==> src/rtl/alu_decode_queue.sv <==
`default_nettype none
// +----------------------------------------------------------------------------+
// | Module      : alu_decode_queue                                             |
// | Description : Data-processing ALU decoder feeding a small valid/ready FIFO  |
// |               of micro-ops, with a saturating illegal-opcode counter.      |
// |               Macro ALU_DECODE_CARRY_OPS_EN enables RSB/ADC/SBC decode.    |
// | Revision    : 1.0 - initial release                                       |
// +----------------------------------------------------------------------------+
module alu_decode_queue #(
    parameter int CTRL_W = 3,
    parameter int DEPTH  = 2,
    parameter int TAG_W  = 4,
    parameter int CNT_W  = 8
) (
    input  logic              clk,
    input  logic              rst_n,
    input  logic              in_valid,
    output logic              in_ready,
    input  logic [4:0]        in_funct,
    input  logic              in_aluop,
    input  logic [TAG_W-1:0]  in_tag,
    output logic              out_valid,
    input  logic              out_ready,
    output logic [CTRL_W-1:0] out_alu_ctrl,
    output logic [1:0]        out_flag_w,
    output logic              out_no_write,
    output logic              out_illegal,
    output logic [TAG_W-1:0]  out_tag,
    output logic [CNT_W-1:0]  illegal_cnt,
    input  logic              cnt_clr
);

    localparam int c_PTR_W = (DEPTH > 1) ? $clog2(DEPTH) : 1;
    localparam int c_CNT_W = $clog2(DEPTH + 1);
    localparam int c_ENT_W = 3 + 2 + 1 + 1 + TAG_W;
    localparam logic [c_CNT_W-1:0] c_FULL = c_CNT_W'(DEPTH);

    localparam logic [2:0] c_ADD = 3'b000;
    localparam logic [2:0] c_SUB = 3'b001;
    localparam logic [2:0] c_AND = 3'b010;
    localparam logic [2:0] c_ORR = 3'b011;
    localparam logic [2:0] c_EOR = 3'b100;
`ifdef ALU_DECODE_CARRY_OPS_EN
    localparam logic [2:0] c_RSB = 3'b101;
    localparam logic [2:0] c_ADC = 3'b110;
    localparam logic [2:0] c_SBC = 3'b111;
`endif

    logic [3:0]         w_cmd;
    logic               w_s;
    logic [2:0]         w_code;
    logic [1:0]         w_fw;
    logic               w_nw;
    logic               w_il;
    logic [c_ENT_W-1:0] w_entry;
    logic [c_ENT_W-1:0] w_head;
    logic               w_push;
    logic               w_pop;
    logic [CTRL_W-1:0]  w_ctrl_ext;

    logic [c_ENT_W-1:0] r_mem [DEPTH];
    logic [c_PTR_W-1:0] r_wr_ptr;
    logic [c_PTR_W-1:0] r_rd_ptr;
    logic [c_CNT_W-1:0] r_count;
    logic [CNT_W-1:0]   r_illegal_cnt;

    assign w_cmd = in_funct[4:1];
    assign w_s   = in_funct[0];

    // Arithmetic ops write all four flags on S, logical ops only N and Z;
    // compares always update flags and never write back.
    always_comb begin
        w_code = c_ADD;
        w_fw   = 2'b00;
        w_nw   = 1'b0;
        w_il   = 1'b0;
        if (in_aluop) begin
            case (w_cmd)
                4'b0100: begin w_code = c_ADD; w_fw = w_s ? 2'b11 : 2'b00; end
                4'b0010: begin w_code = c_SUB; w_fw = w_s ? 2'b11 : 2'b00; end
                4'b0000: begin w_code = c_AND; w_fw = w_s ? 2'b10 : 2'b00; end
                4'b1100: begin w_code = c_ORR; w_fw = w_s ? 2'b10 : 2'b00; end
                4'b0001: begin w_code = c_EOR; w_fw = w_s ? 2'b10 : 2'b00; end
                4'b1010: begin w_code = c_SUB; w_fw = 2'b11; w_nw = 1'b1; end
                4'b1011: begin w_code = c_ADD; w_fw = 2'b11; w_nw = 1'b1; end
                4'b1000: begin w_code = c_AND; w_fw = 2'b10; w_nw = 1'b1; end
                4'b1001: begin w_code = c_EOR; w_fw = 2'b10; w_nw = 1'b1; end
`ifdef ALU_DECODE_CARRY_OPS_EN
                4'b0011: begin w_code = c_RSB; w_fw = w_s ? 2'b11 : 2'b00; end
                4'b0101: begin w_code = c_ADC; w_fw = w_s ? 2'b11 : 2'b00; end
                4'b0110: begin w_code = c_SBC; w_fw = w_s ? 2'b11 : 2'b00; end
`endif
                default: begin
                    w_code = c_ADD;
                    w_fw   = 2'b00;
                    w_nw   = 1'b1;
                    w_il   = 1'b1;
                end
            endcase
        end
    end

    assign w_entry   = {w_code, w_fw, w_nw, w_il, in_tag};
    assign in_ready  = (r_count != c_FULL);
    assign out_valid = (r_count != '0);
    assign w_push    = in_valid & in_ready;
    assign w_pop     = out_valid & out_ready;

    always_ff @(posedge clk) begin
        if (!rst_n) begin
            r_wr_ptr <= '0;
            r_rd_ptr <= '0;
            r_count  <= '0;
        end else begin
            if (w_push) begin
                r_mem[r_wr_ptr] <= w_entry;
                r_wr_ptr        <= r_wr_ptr + 1'b1;
            end
            if (w_pop) begin
                r_rd_ptr <= r_rd_ptr + 1'b1;
            end
            case ({w_push, w_pop})
                2'b10:   r_count <= r_count + 1'b1;
                2'b01:   r_count <= r_count - 1'b1;
                default: r_count <= r_count;
            endcase
        end
    end

    always_ff @(posedge clk) begin
        if (!rst_n) begin
            r_illegal_cnt <= '0;
        end else if (cnt_clr) begin
            r_illegal_cnt <= '0;
        end else if (w_push && w_il && (r_illegal_cnt != '1)) begin
            r_illegal_cnt <= r_illegal_cnt + 1'b1;
        end
    end

    // Empty queue presents all-zero data so stale entries never leak out.
    assign w_head = out_valid ? r_mem[r_rd_ptr] : '0;

    always_comb begin
        w_ctrl_ext      = '0;
        w_ctrl_ext[2:0] = w_head[c_ENT_W-1 -: 3];
    end

    assign out_alu_ctrl = w_ctrl_ext;
    assign out_flag_w   = w_head[TAG_W+3 -: 2];
    assign out_no_write = w_head[TAG_W+1];
    assign out_illegal  = w_head[TAG_W];
    assign out_tag      = w_head[TAG_W-1:0];
    assign illegal_cnt  = r_illegal_cnt;

endmodule
`default_nettype wire

==> config.mk <==
export PLATFORM = sky130hd
export DESIGN_NAME = alu_decode_queue
export DESIGN_NICKNAME = d
export VERILOG_FILES = /design/src/rtl/alu_decode_queue.sv
export SDC_FILE = /design/constraint.sdc
export NUM_CORES = 1
export LEC_CHECK = 0
export CELL_PAD_IN_SITES_DETAIL_PLACEMENT = 1
export CELL_PAD_IN_SITES_GLOBAL_PLACEMENT = 2
export CORE_MARGIN = 1
export CORE_UTILIZATION = 35
export DETAILED_ROUTE_END_ITERATION = 16
export PLACE_DENSITY = 0.89
export SLEW_MARGIN = 0
export SYNTH_ARGS = -nofsm -noshare
export SYNTH_HDL_FRONTEND = slang
export SYNTH_SLANG_ARGS = --single-unit
==> constraint.sdc <==
create_clock -name clk -period 5.8 [get_ports clk]
set_clock_uncertainty 0.05 [all_clocks]
set_input_delay 0.87 -clock clk [delete_from_list [all_inputs] [get_ports clk]]
set_output_delay 0.87 -clock clk [all_outputs]
set_load 0.05 [all_outputs]
# Yosys cells after proc, flatten, opt, wreduce, memory -nomap -nowiden
# Memory sizes are Yosys's and may differ from the RTL's. A register that Yosys moved wholly into a read port is not among the register bits.
# Index checks and enable logic that the tools add are counted.
# totals
reg_bits	12
output_inout_bits	21
ram_bits	22
word_cells	57
memories	1
# classes
n_mux	17
reduce_logical	15
bitwise	3
addsub	5
eq_ne	12
# memory_table
memory	depth	word_bits	read_ports	rd_clocked_by_memory_dff	write_ports	line	rtl
r_mem	2	11	1	1	1	61	logic [c_ENT_W-1:0] r_mem [DEPTH];
# ops
operator	n
$eq A4 B4 Y1 const B	5
$reduce_or A2 Y1	7
$pmux W3 S4	1
$mux W11	1
$mux W1	9
$reduce_or A9 Y1	1
$add A8 B1 Y8 const B	1
$ne A8 B8 Y1 const B	1
$pmux W2 S4	1
$mux W2	3
$reduce_or A5 Y1	1
$eq A4 B1 Y1 const B	1
$eq A4 B2 Y1 const B	1
$eq A4 B3 Y1 const B	1
$logic_not A4 Y1	1
$pmux W2 S2	1
$reduce_bool A2 Y1	2
$mux W3	1
$reduce_or A3 Y1	1
$add A1 B1 Y1 const B	2
$add A2 B1 Y2 const B	1
$and A1 B1 Y1	2
$eq A2 B1 Y1 const B	1
$eq A2 B2 Y1 const B	1
4 further kinds	5

# Longest topological paths before layout
# logic_depth
word_depth	6
ltp_mapped	6

# Least setup slack after synthesis
# OpenSTA, ideal clock, no wires.
# synth_path
kind	reg2out
start	reg with a tool-made name
end	out out_alu_ctrl[0]
arrival_ps	1578
path_stages_with_launch	4
setup_slack_ps	3302
n_path_buf	1
cell_sequence	dfxtp_1 > buf_1 > mux2i_1 > nor2_1
# synth_rtl
item	line	rtl
end, declared	24	output logic [CTRL_W-1:0] out_alu_ctrl,

# Worst setup path in the final report
# layout_path
start	reg r_count[0]
end	out out_flag_w[0]
# layout_via
elab_chain_cells	2
# layout_lines
item	line	rtl
start, declared	64	logic [c_CNT_W-1:0] r_count;
start signal, assigned	123	2'b10: r_count <= r_count + 1'b1;
start signal, assigned	124	2'b01: r_count <= r_count - 1'b1;
start signal, assigned	125	default: r_count <= r_count;
$reduce_bool A2 Y1	105	assign out_valid = (r_count != '0);
$mux W11	141	assign w_head = out_valid ? r_mem[r_rd_ptr] : '0;
end, declared	25	output logic [1:0] out_flag_w,
# Every way passes these cells.

==> results.md <==
* Fmax at 323.8 MHz
* Longest Clk Path Bufs at 2
* Final Instance Area at roughly 2200 µm²
* Worst-skew pair later-pin latency at 0.29 ns
* Number of synthesized flops with an enable pin at 22
* Vias in the first global route at approximately 1.4k
* CTS tree: done
* Num CTS Buffers at 5
* Fin. Hold Viols at 0
* GPL Wtd Cong at between 0.8 and 0.9
* Final min period at 3.089 ns
* Library cells used by synthesis at between 40 and 50
* YS warnings at 0
* Layout cells sized above 1 at 0.07568
* Synth Flop Type: edfxtp_1
* Outcome: complete, no violations
* Filler instances at 508
* Starting density of the core at 0.3648
* Slew margin rel. at 0.4221
* # setup viols final at 0
* Largest net degree at the start of global routing at 14
* Sinks on Clock Net at 35
* CTS resizes at 0
* Register bit total from synthesis at 35
* FF/Latch Area at 920.9 µm²
* Drt drc at 0
* Post-Synthesis Cell Area at between 1500 and 2000 µm²
* Critical Path Sink Type: output pin
* Clk root buf: clkbuf_8
* Final period util at 0.5325
* Post-Synthesis Mean Instance Area at 11.56 µm²
* Total power draw at around 920 µW
* Cell Count, Final, Fillers Out at around 250
* Drt pass-1 iters at 4
* # rows at 25
* CTS H-Tree Depth at 2
* Initial DRC count at 74
* Core area at ~4700 µm²
* Final max-slew violation count at 0
* Via count at 1289
* Gr ovfl total at 0
* Register area share after synthesis at 0.5345
* Area growth syn-to-layout at 27.16%
* Antenna violations before repair at 0
* Post-CTS setup buffers at 0
* WL/cell at about 16 µm
* Worst Path Max Fanout at 13
* Area occupied by multi-input gates at 699.4 µm²
* PD cells at approximately 420 nW/µm²
* Cells after DPL at 244
* Cells after synthesis at 149
* Top-Level Pins at 36
* Maxcap violations at 0
* Unrepaired setup endpoints after global routing: false
* Final core utilization at 0.4638
* # hold bufs at CTS at 0
* Die width at 72.16 µm
* Gr usage total at 0.1611
* Die Area at 5207 µm²
* IO buf count at 35
* Worst endpoint data arrival time at 2.17 ns
* Sum Neg Setup Slack at 0 ns
* CP required at 4.88 ns
* Dpl hpwl at 2.798 mm
* First-pass GRT wire length at 6.320 mm
* Hold path cells at 2
* Critical Path Start Type: flip-flop
* Hold Path Class: flip-flop to flip-flop
* Cells on worst reg2reg path at 5
* Ys async rst share at 0
* Clk slew on worst S/H paths at 0.07 ns
* Antenna viol nets, final at 0
* Peak VDD IR at 0.1500 mV
* Slew at the pin with the worst max-slew slack at 0.8636 ns
* Layout Nets at around 200
* Post-synthesis net count at 166
* WL final at 3.949 mm
* LEAKAGE at 0.7389 nW
* Crit Path Category: flip-flop to output pin
* Via-to-Cell Ratio at 5.115
* Die Ht at 72.16 µm
* Antenna cells at 0
* Cell Area, Placed at 2073 µm²
==> cell usage in the layout, fill, tap and decap left out, types with 3 or more instances in the layout <==
master and instances:
nand3_1 5, inv_1 3, nor2_1 15, and2_1 4
xnor2_1 3, edfxtp_1 22, nand2_1 6, nor2b_1 4
nor4b_1 3, o21a_1 6, clkbuf_8 6, o21ai_0 4
mux2i_1 12, o31ai_1 3, a21oi_1 7, clkdlybuf4s50_1 35
or3_1 4, dfxtp_1 13
==> power by group <==
| group | internal [mW] | switching, mW |
|---|---|---|
| clock | 0.139 | 0.0918 |
| combinational | 0.133 | 0.237 |
| sequential | 0.295 | 0.0281 |
==> registers in the layout, indices dropped and copies added (netlist names), named ones only <==
register     count
r_rd_ptr         1
illegal_cnt      8
r_wr_ptr         1
r_mem           22
r_count          2
==> per-layer routing <==
metal  vias to the layer above  global-route usage  wire, µm
li1                        619                   -         -
met1                       631              0.1762      1662
met2                        33              0.2876      2056
met3                         6             0.05417       173
met4                         0             0.06100        57
met5                         -                   0         0
==> cell usage after synthesis, drive strengths merged, types with 2 or more instances <==
library cell | count | area (µm²)
edfxtp | 22 | 660.6
nor2 | 15 | 56.30
dfxtp | 13 | 260.3
mux2i | 12 | 120.1
a21oi | 7 | 35.03
nand2 | 6 | 22.52
o21a | 6 | 45.04
and2 | 5 | 31.28
nand3 | 5 | 25.02
buf | 4 | 37.53
nor2b | 4 | 25.02
o21ai | 4 | 20.02
or3 | 4 | 25.02
and3 | 3 | 20.02
clkbuf | 3 | 21.27
inv | 3 | 11.26
nor4b | 3 | 26.28
o31ai | 3 | 22.52
xnor2 | 3 | 26.28
a211oi | 2 | 15.01
and4 | 2 | 18.77
ha | 2 | 25.02
nor3b | 2 | 15.01
nor4 | 2 | 12.51
or4 | 2 | 15.01
==> cell families (layout without fill, tap and decap cells) <==
group / after synthesis / count (layout) / synth area share
buffers and inverters: 11 / 47 / 0.05954
multiplexers: 12 / 12 / 0.06972
XOR/XNOR: 4 / 4 / 0.02034
adder cells (fa/ha/maj): 2 / 2 / 0.01452
flip-flops: 35 / 35 / 0.5345
AND/OR/NAND/NOR: 57 / 57 / 0.1874
AO/OA/AOI/OAI: 28 / 28 / 0.1140
==> final timing paths <==
| check | startpoint | to | slack, ns |
|---|---|---|---|
| worst max-delay path | r_count[0] | out_flag_w[0] | 2.71 |
| worst min-delay path | r_count[1] | r_count[1] | 0.47 |
| worst max register to register | r_count[0] | r_count[1] | 3.59 |
| worst min register to register | r_count[1] | r_count[1] | 0.47 |
==> critical path, cell delays in order (launching register included) <==
cell,delay [ns]
dfxtp_1,0.35
nor2_1,0.67
nor2_1,0.12
clkdlybuf4s50_1,0.73
==> layout make-up <==
class	instances	share of cell area
Timing Repair Buffer	36	0.1633
Tap cell	67	0.03826
Clock buffer	6	0.03769
Inverter	3	0.005140
Clock inverter	2	0.01599
Sequential cell	35	0.4203
Multi-Input combinational cell	103	0.3192
==> through the flow <==
stage                     hold WS [ns]  setup WS (ns)
after CTS                       0.4825          2.653
after global routing            0.5124          2.541
final                           0.4730          2.711
after global placement          0.4383          2.956
after floorplan                 0.4279          3.302
after detailed placement        0.4711          2.802
Power figures use the tool's default switching activity.
